--- src/rtl/ram_arb_pkg.sv ---
// Shared types and constants for the RAM port arbiter.
// Optional bounds checking is enabled by defining RAM_ARB_BOUNDS_EN.
package ram_arb_pkg;

    localparam int unsigned RAM_AW    = 16;
    localparam int unsigned RAM_DW    = 32;
    localparam int unsigned RAM_DEPTH = 37500;
    localparam int unsigned MAX_REQ   = 8;

    typedef enum logic {OP_READ, OP_WRITE} ram_op_t;

    function automatic logic [2:0] onehot_to_idx(input logic [MAX_REQ-1:0] oh);
        logic [2:0] idx;
        idx = '0;
        for (int unsigned i = 0; i < MAX_REQ; i++) begin
            if (oh[i]) begin
                idx |= 3'(i);
            end
        end
        return idx;
    endfunction

endpackage

--- src/rtl/rr_arbiter.sv ---
// Round-robin arbiter with per-requester grant lock.
// Owns the last-grant pointer and the lock owner.
module rr_arbiter
    import ram_arb_pkg::*;
#(
    parameter int unsigned NREQ = 4
) (
    input  logic                     clk,
    input  logic                     nRST,
    input  logic [NREQ-1:0]          req,
    input  logic [NREQ-1:0]          lock,
    output logic [NREQ-1:0]          grant,
    output logic [$clog2(NREQ)-1:0]  grant_idx,
    output logic                     grant_valid
);

    localparam int unsigned IW = $clog2(NREQ);

    logic [IW-1:0]      last_grant_q;
    logic [IW-1:0]      lock_owner_q;
    logic               lock_valid_q;
    logic [IW-1:0]      scan_idx;
    logic               found;
    logic [MAX_REQ-1:0] grant_wide;

    always_comb begin
        grant    = '0;
        found    = 1'b0;
        scan_idx = '0;
        if (lock_valid_q && req[lock_owner_q]) begin
            grant[lock_owner_q] = 1'b1;
        end else begin
            // Scan starts one past the last winner and wraps.
            for (int unsigned k = 1; k <= NREQ; k++) begin
                scan_idx = IW'((32'(last_grant_q) + k) % NREQ);
                if (!found && req[scan_idx]) begin
                    grant[scan_idx] = 1'b1;
                    found           = 1'b1;
                end
            end
        end
    end

    always_comb begin
        grant_wide             = '0;
        grant_wide[NREQ-1:0]   = grant;
    end

    assign grant_idx   = IW'(onehot_to_idx(grant_wide));
    assign grant_valid = |grant;

    always_ff @(posedge clk or posedge nRST) begin
        if (nRST) begin
            last_grant_q <= IW'(NREQ - 1);
            lock_owner_q <= '0;
            lock_valid_q <= 1'b0;
        end else if (grant_valid) begin
            last_grant_q <= grant_idx;
            lock_owner_q <= grant_idx;
            lock_valid_q <= lock[grant_idx];
        end else begin
            lock_valid_q <= 1'b0;
        end
    end

endmodule

--- src/rtl/ram_port_arbiter.sv ---
// Shares one RAM port between NREQ requesters; reads return one cycle after acceptance.
// Define RAM_ARB_BOUNDS_EN to reject accesses at or above DEPTH with rsp_err.
module ram_port_arbiter
    import ram_arb_pkg::*;
#(
    parameter int unsigned NREQ  = 4,
    parameter int unsigned AW    = RAM_AW,
    parameter int unsigned DW    = RAM_DW,
    parameter int unsigned DEPTH = RAM_DEPTH
) (
    input  logic                     clk,
    input  logic                     nRST,
    input  logic [NREQ-1:0]          req_valid,
    input  logic [NREQ-1:0]          req_we,
    input  logic [NREQ-1:0]          req_lock,
    input  logic [NREQ*AW-1:0]       req_addr,
    input  logic [NREQ*DW-1:0]       req_wdata,
    output logic [NREQ-1:0]          req_ready,
    output logic                     rsp_valid,
    output logic [$clog2(NREQ)-1:0]  rsp_id,
    output logic [DW-1:0]            rsp_data,
    output logic                     rsp_err,
    output logic [AW-1:0]            ram_addr,
    output logic [DW-1:0]            ram_din,
    output logic                     ram_wen,
    output logic                     ram_ren,
    input  logic [DW-1:0]            ram_dout
);

    localparam int unsigned IW = $clog2(NREQ);

    if (NREQ < 2 || NREQ > MAX_REQ || 64'(DEPTH) > (64'd1 << AW)) begin : g_bad_params
        $error("ram_port_arbiter: unsupported parameter combination");
    end

    logic [NREQ-1:0] grant;
    logic [IW-1:0]   grant_idx;
    logic            grant_valid;
    logic [IW-1:0]   sel_q;
    logic [IW-1:0]   sel;
    logic            oob;
    logic            read_pending_q;
    logic [IW-1:0]   rsp_id_q;
    ram_op_t         op;

    rr_arbiter #(
        .NREQ (NREQ)
    ) u_rr (
        .clk         (clk),
        .nRST        (nRST),
        .req         (req_valid),
        .lock        (req_lock),
        .grant       (grant),
        .grant_idx   (grant_idx),
        .grant_valid (grant_valid)
    );

    assign req_ready = grant;

    // Idle cycles keep the previous select so the RAM address bus does not toggle.
    assign sel = grant_valid ? grant_idx : sel_q;

    always_comb begin
        ram_addr = '0;
        ram_din  = '0;
        for (int unsigned i = 0; i < NREQ; i++) begin
            if (sel == IW'(i)) begin
                ram_addr = req_addr[i*AW +: AW];
                ram_din  = req_wdata[i*DW +: DW];
            end
        end
    end

    assign op      = req_we[grant_idx] ? OP_WRITE : OP_READ;
    assign ram_wen = grant_valid && (op == OP_WRITE) && !oob;
    assign ram_ren = grant_valid && (op == OP_READ) && !oob;

    always_ff @(posedge clk or posedge nRST) begin
        if (nRST) begin
            sel_q          <= '0;
            read_pending_q <= 1'b0;
            rsp_id_q       <= '0;
        end else begin
            read_pending_q <= ram_ren;
            if (grant_valid) begin
                sel_q    <= grant_idx;
                rsp_id_q <= grant_idx;
            end
        end
    end

`ifdef RAM_ARB_BOUNDS_EN
    logic err_q;

    assign oob = grant_valid && (32'(ram_addr) >= DEPTH);

    always_ff @(posedge clk or posedge nRST) begin
        if (nRST) begin
            err_q <= 1'b0;
        end else begin
            err_q <= oob;
        end
    end

    assign rsp_err = err_q;
`else
    assign oob     = 1'b0;
    assign rsp_err = 1'b0;
`endif

    assign rsp_valid = read_pending_q | rsp_err;
    assign rsp_id    = rsp_id_q;
    assign rsp_data  = read_pending_q ? ram_dout : '0;

endmodule

--- config.mk ---
export PLATFORM = sky130hd
export DESIGN_NAME = ram_port_arbiter
export DESIGN_NICKNAME = d
export VERILOG_FILES = /design/src/rtl/ram_arb_pkg.sv /design/src/rtl/rr_arbiter.sv /design/src/rtl/ram_port_arbiter.sv
export SDC_FILE = /design/constraint.sdc
export NUM_CORES = 1
export LEC_CHECK = 0
export ABC_AREA = 1
export CAP_MARGIN = 20
export CORE_AREA = 4 4 124 126
export DETAILED_ROUTE_END_ITERATION = 10
export DIE_AREA = 0 0 128 130
export PLACE_DENSITY = 0.74
export SYNTH_ARGS = -nofsm -noshare
export SYNTH_HDL_FRONTEND = slang
export SYNTH_HIERARCHICAL = 1
export SYNTH_SLANG_ARGS = --single-unit
--- constraint.sdc ---
create_clock -name clk -period 4.9 [get_ports clk]
set_input_delay 0.98 -clock clk [delete_from_list [all_inputs] [get_ports clk]]
set_output_delay 0.98 -clock clk [all_outputs]
set_load 0.03 [all_outputs]
# After elaboration in Yosys (flattened, before gate mapping)
# Cells that the tools add are included.
[word_totals] register_bits=8 memories=0 wordCells=96 romBits=0 inputBits=238 latchBits=0 ram_bits=0
[op_classes] n_lt_le_gt_ge=11 mux=53 reduce_logical=16 n_eq_ne=3 bitwise=4 n_div=0 add_sub_neg=4 multipliers=0 shift=0
[ops] op="two-way mux 32 bit" count=5
[ops] op="two-way mux 16 bit" count=4
[ops] op="two-way mux 4 bit" count=8
[ops] op="two-way mux 1 bit" count=21
[ops] op="less-than comparator 2 x 3 -> 1 bit, second input constant" count=6
[ops] op="binary-select mux 1 bit (select 2 bit)" count=7
[ops] op="OR 4 bit" count=3
[ops] op="logical AND 1 bit" count=11
[ops] op="demux 1 bit (select 2 bit)" count=5
[ops] op="greater-or-equal comparator 2 x 1 -> 1 bit, second input constant" count=5
[ops] op="two-way mux 2 bit" count=3
[ops] op="adder 2 x 1 -> 2 bit, second input constant" count=2
[ops] op="adder 2 bit, second input constant" count=2
[ops] op="equality test 2 bit, second input constant" count=2
[ops] op="OR reduction 4 bit" count=1
[ops] op="zero test 1 bit" count=3
[ops] op="equality test 2 x 1 -> 1 bit, second input constant" count=1
[ops] op="zero test 2 bit" count=1
[ops] op="NOT 1 bit" count=1

# Depth between registers and ports, before layout
[depth] word_depth=26 ltp_mapped=21

# By module
# Netlist, hierarchy kept.
[modules_own_cells] mod="ram_port_arbiter" area_per_inst_um2=1960.6 instances=1 cells_each=399
[modules_own_cells] mod="rr_arbiter" area_per_inst_um2=787.0 instances=1 cells_each=129

# Worst setup path after synthesis
# OpenSTA, ideal clock, no wires.
[synth_path] path_type="flip-flop to output port" start="register u_rr.last_grant_q[0]" end="output ram_din[12]" stages_incl_launch_ff=21 arrival_time_ns=2.978 n_path_buf=2 path_slack_ns=0.942 cell_sequence="dfstp_2 -> inv_2 -> ha_1 -> inv_1 -> nand3_2 -> nand2_2 -> nand2_4 -> nor2_4 -> nand2_1 -> nand3_1 -> nand2_2 -> nand2_4 -> inv_4 -> nand3_4 -> inv_2 -> nand2_1 -> nand2_2 -> buf_4 -> buf_2 -> nand3_1 -> nand4_1"
[synth_via] elab_chain_cells=26 word_cells_on_any_way=68 classes_between="add/sub (4); order compare (8); eq/ne (3); mux (38); bitwise (3); reduce/logical (12)"
[synth_rtl] item="from (decl)" line="rr_arbiter.sv:19" text="logic [IW-1:0] last_grant_q;"
[synth_rtl] item="from (signal assigned)" line="rr_arbiter.sv:54" text="last_grant_q <= IW'(NREQ - 1);"
[synth_rtl] item="from (signal assigned)" line="rr_arbiter.sv:58" text="last_grant_q <= grant_idx;"
[synth_rtl] item="branches (longest 15 deep; another with less-than comparator 2 x 3 -> 1 bit)"
[synth_rtl] item="two-way mux 4 bit *" line="rr_arbiter.sv:36" text="if (!found && req[scan_idx]) begin"
[synth_rtl] item="two-way mux 4 bit *" line="rr_arbiter.sv:30" text="if (lock_valid_q && req[lock_owner_q]) begin"
[synth_rtl] item="two-way mux 1 bit" line="ram_arb_pkg.sv:16" text="if (oh[i]) begin"
[synth_rtl] item="two-way mux 2 bit" line="ram_arb_pkg.sv:16"
[synth_rtl] item="two-way mux 2 bit *" line="ram_arb_pkg.sv:16"
[synth_rtl] item="via grant_idx[0]" line="ram_port_arbiter.sv:37" text="logic [IW-1:0] grant_idx;"
[synth_rtl] item="two-way mux 2 bit *"
[synth_rtl] item="zero test 2 bit" line="ram_port_arbiter.sv:67" text="if (sel == IW'(i)) begin"
[synth_rtl] item="two-way mux 32 bit (3 in series)" line="ram_port_arbiter.sv:67"
[synth_rtl] item="two-way mux 32 bit *" line="ram_port_arbiter.sv:67"
[synth_rtl] item="to (decl)" line="ram_port_arbiter.sv:24" text="output logic [DW-1:0] ram_din,"
# Mark *: on every way through the listed nets, which the timed path passes. The select of a mux whose other input is x is not followed.

# Worst setup path in the final report
[layout_path] start="register u_rr.last_grant_q[0]" end="output ram_din[11]"
# The elaborated chain is that of the path after synthesis.

==> out/summary.txt <==
run status = finished, final reports clean
leading cell types by total area after synthesis = nand3_1 28%, nand2_1 20%, nand4_1 10%
Starting Density = 19.2%
chip width = 128 um
clock sink count = 10
post-route clock period utilization = 94.3%
worst slack at placement = 22.8 ps
pin count of the biggest net entering global routing = 87
highest metal layer with signal wires = met4
Mapped Nets = 774
critical path depth = 22
Iteration-0 DRC Markers = 271
Final Setup Violations = 0
worst reg2reg path endpoint = sel_q[1]
number of nets with antenna violations after routing = 0
worst-path cell chain = inv_2, ha_1, inv_1, nand3_2, nand2_2, nand2_1, nor2_1, nor2_1, nand3_2, nand2_2, nand2_4, inv_4, nand3_4, inv_2, nand2_1, nand2_4, nor2_4, buf_12, buf_12, nand2_1, nand4_1, buf_12
number of antenna violations at the first check in global routing = 1
delay contributed by the slowest stage of the critical path = 650 ps
R2R Setup Slk = 2130 ps
synthesized instance count = 528
routed length on met2 = 8610 um
total number of nets in the final design = 1098
Max Clock Skew = 2.76 ps
Worst Reg-to-Reg Cells = 17
detailed-router iteration count before antenna repair = 5
max-slew violation total from the final report = 0
die height = 130 um
most area-hungry cell type in the Yosys netlist = nand3_1
RSZ-0062 raised after global routing = no
critical path launch point type = flip-flop
number of buffers and inverters on the critical path = 7
sum of routed wire length over all layers = 17100 um
CTS Root Cell = clkbuf_16
smallest setup slack after layout = 278 ps
final sum of negative setup slack = 0 ps
clk slew on worst S/H paths = 40 ps
number of buffers created by CTS = 3
delay-heaviest family, CP = simple AND/OR/NAND/NOR gates
total gr overflow = 0
startpoint of the worst-slack reg-to-reg timing path = u_rr/last_grant_q[0]
number of remaining DRC errors = 0
routed length on met1 = 6680 um
normalized max-slew margin = 41.3%
most used cells in the layout excluding fill and tap cells = 273 x clkdlybuf4s50_1, 153 x nand3_1, 148 x nand2_1, 71 x inv_1, 58 x buf_4
area growth from synthesis to layout = 139%
overall via count from detail_route = 4910
CP startpoint = u_rr/last_grant_q[0]
highest clock frequency the design can meet = 216 MHz
Warnings, synthesis = 6
register bit count reported by yosys = 10
number of distinct library cells after synthesis = 27
core region area = 14300 um^2
max-cap check violation count = 0
critical path fanouts, max = 11
highest-delay cell along the critical path = dfstp_2
filler cell count = 1470
area of the die = 16600 um^2
CTS tree = yes
worst path arrival time = 3640 ps
CTS Buffer Depth = 2
met3 layer wire length in the routed design = 1640 um
worst hold-check path type = flip-flop to flip-flop
number of buffers inserted by port buffering = 326
Total GRT Usage = 16.2%
Routability Congestion = 0.907
IO Count = 328
area share of the largest cell type after synthesis = 27.9%
number of rows created at floorplan = 44
most common cell after layout, fill and taps aside = clkdlybuf4s50_1
Vias/cell = 4.74
Mean Syn Cell Area = 5.20 um^2
global-route wire length before repair = 21800 um
proportion of layout cells with a drive suffix above 1 = 12.6%
worst skew pair latency = 240 ps
hold violation count in the final report = 0
count of hold-fix buffers inserted at cts = 0
via count of the first global-routing pass = 4350
data required time at the worst endpoint = 3920 ps
area of the mapped netlist = 2750 um^2
kind of end point of the critical path = primary output
htree depth = 1
Slew @ Worst Pin = 880 ps
sequential fraction of the synthesis area = 9.20%
mean routed wirelength per cell = 16.5 um
critical setup path kind = flip-flop to primary output
post-layout minimum cycle time = 4620 ps
HPWL after detailed placement = 12900 um
hold path cells = 2
critical path endpoint = ram_din[11]
## cell type report
class / count / area [um^2] / share of cell area, %
Clock buffer: 4 / 88.8 / 1.35
Tap cell: 184 / 230 / 3.50
Antenna cell: 1 / 2.50 / 0.0381
Multi-Input combinational cell: 406 / 2060 / 31.3
Inverter: 75 / 284 / 4.32
Timing Repair Buffer: 356 / 3660 / 55.7
Sequential cell: 10 / 253 / 3.84
## kinds of logic after synthesis
group,after synthesis,synth area share [%]
and+or+nand+nor,379,66.5
buffers and inverters,112,16.9
AOI/OAI and AO/OA,18,3.55
DFF,10,9.20
adders and majority gates,8,3.64
other,1,0.136
## flip-flops by register name (all words and copies together), names as in the netlist
signal / flops
rsp_id: 2
sel_q: 2
u_rr/last_grant_q: 2
u_rr/lock_owner_q: 2
rsp_valid: 1
u_rr/lock_valid_q: 1
## synth_stat cells
library cell / n
nand2_1: 150
o21ai_1: 2
o211ai_1: 1
nor2_1: 11
nand3b_1: 3
conb_1: 1
nand2_2: 9
o21ai_0: 10
buf_1: 1
nand3_2: 3
ha_1: 8
inv_2: 3
nand4_1: 44
inv_1: 71
buf_2: 25
nand2_4: 2
nand3_1: 153
a21oi_1: 3
a31oi_1: 1
dfrtp_1: 8
buf_4: 3
inv_4: 1
nor2_4: 3
a21oi_2: 1
dfstp_2: 2
nand3_4: 1
clkbuf_1: 8
## per-stage QoR
step	cell area, um^2	hold WS [ps]	util, %	std cells
CTS	6250	481	43.6	1019
detailed placement	6160	470	43.0	1015
floorplan	2750	565	-	528
global route	6570	491	45.9	1036
finish	6570	475	45.9	1036
global placement	6160	465	43.0	1015
## worst min-delay path by stage
stage | slack, ps | endpoint | startpoint
finish | 480 | rsp_id[0] | rsp_id[0]
global route | 490 | rsp_id[0] | rsp_id[0]
CTS | 480 | rsp_id[0] | rsp_id[0]
detailed placement | 470 | rsp_id[0] | rsp_id[0]
global placement | 460 | rsp_id[0] | rsp_id[0]
floorplan | 570 | u_rr/lock_owner_q[1] | u_rr/lock_owner_q[1]
## worst reg2reg max path, cell delays in order (launching register included)
cell     delay [ps]
dfstp_2         650
inv_2           160
ha_1            370
inv_1           100
nand3_2         130
nand2_2         120
nand2_4          60
inv_1           110
nand3_1          90
nand3_2         100
nand2_2          80
nand2_4         100
inv_4            40
nand3_4         120
inv_2            60
nand2_1         100
nand2_4         110
buf_4           160
## timing repair
action                     4_1_cts  5_1_grt
gates resized for setup          0       13
setup buffers                    0        9
setup endpoints to repair        0       30
## routing by layer
metal / GRT usage (%) / up-vias
met5: 0 / -
met2: 29.2 / 287
met1: 19.3 / 2213
li1: - / 2393
met3: 4.26 / 17
met4: 3.50 / 0
Power is left out: the tool's default activity adds up to more than one toggle a clock period on the data nets, which glitch-free logic cannot reach.
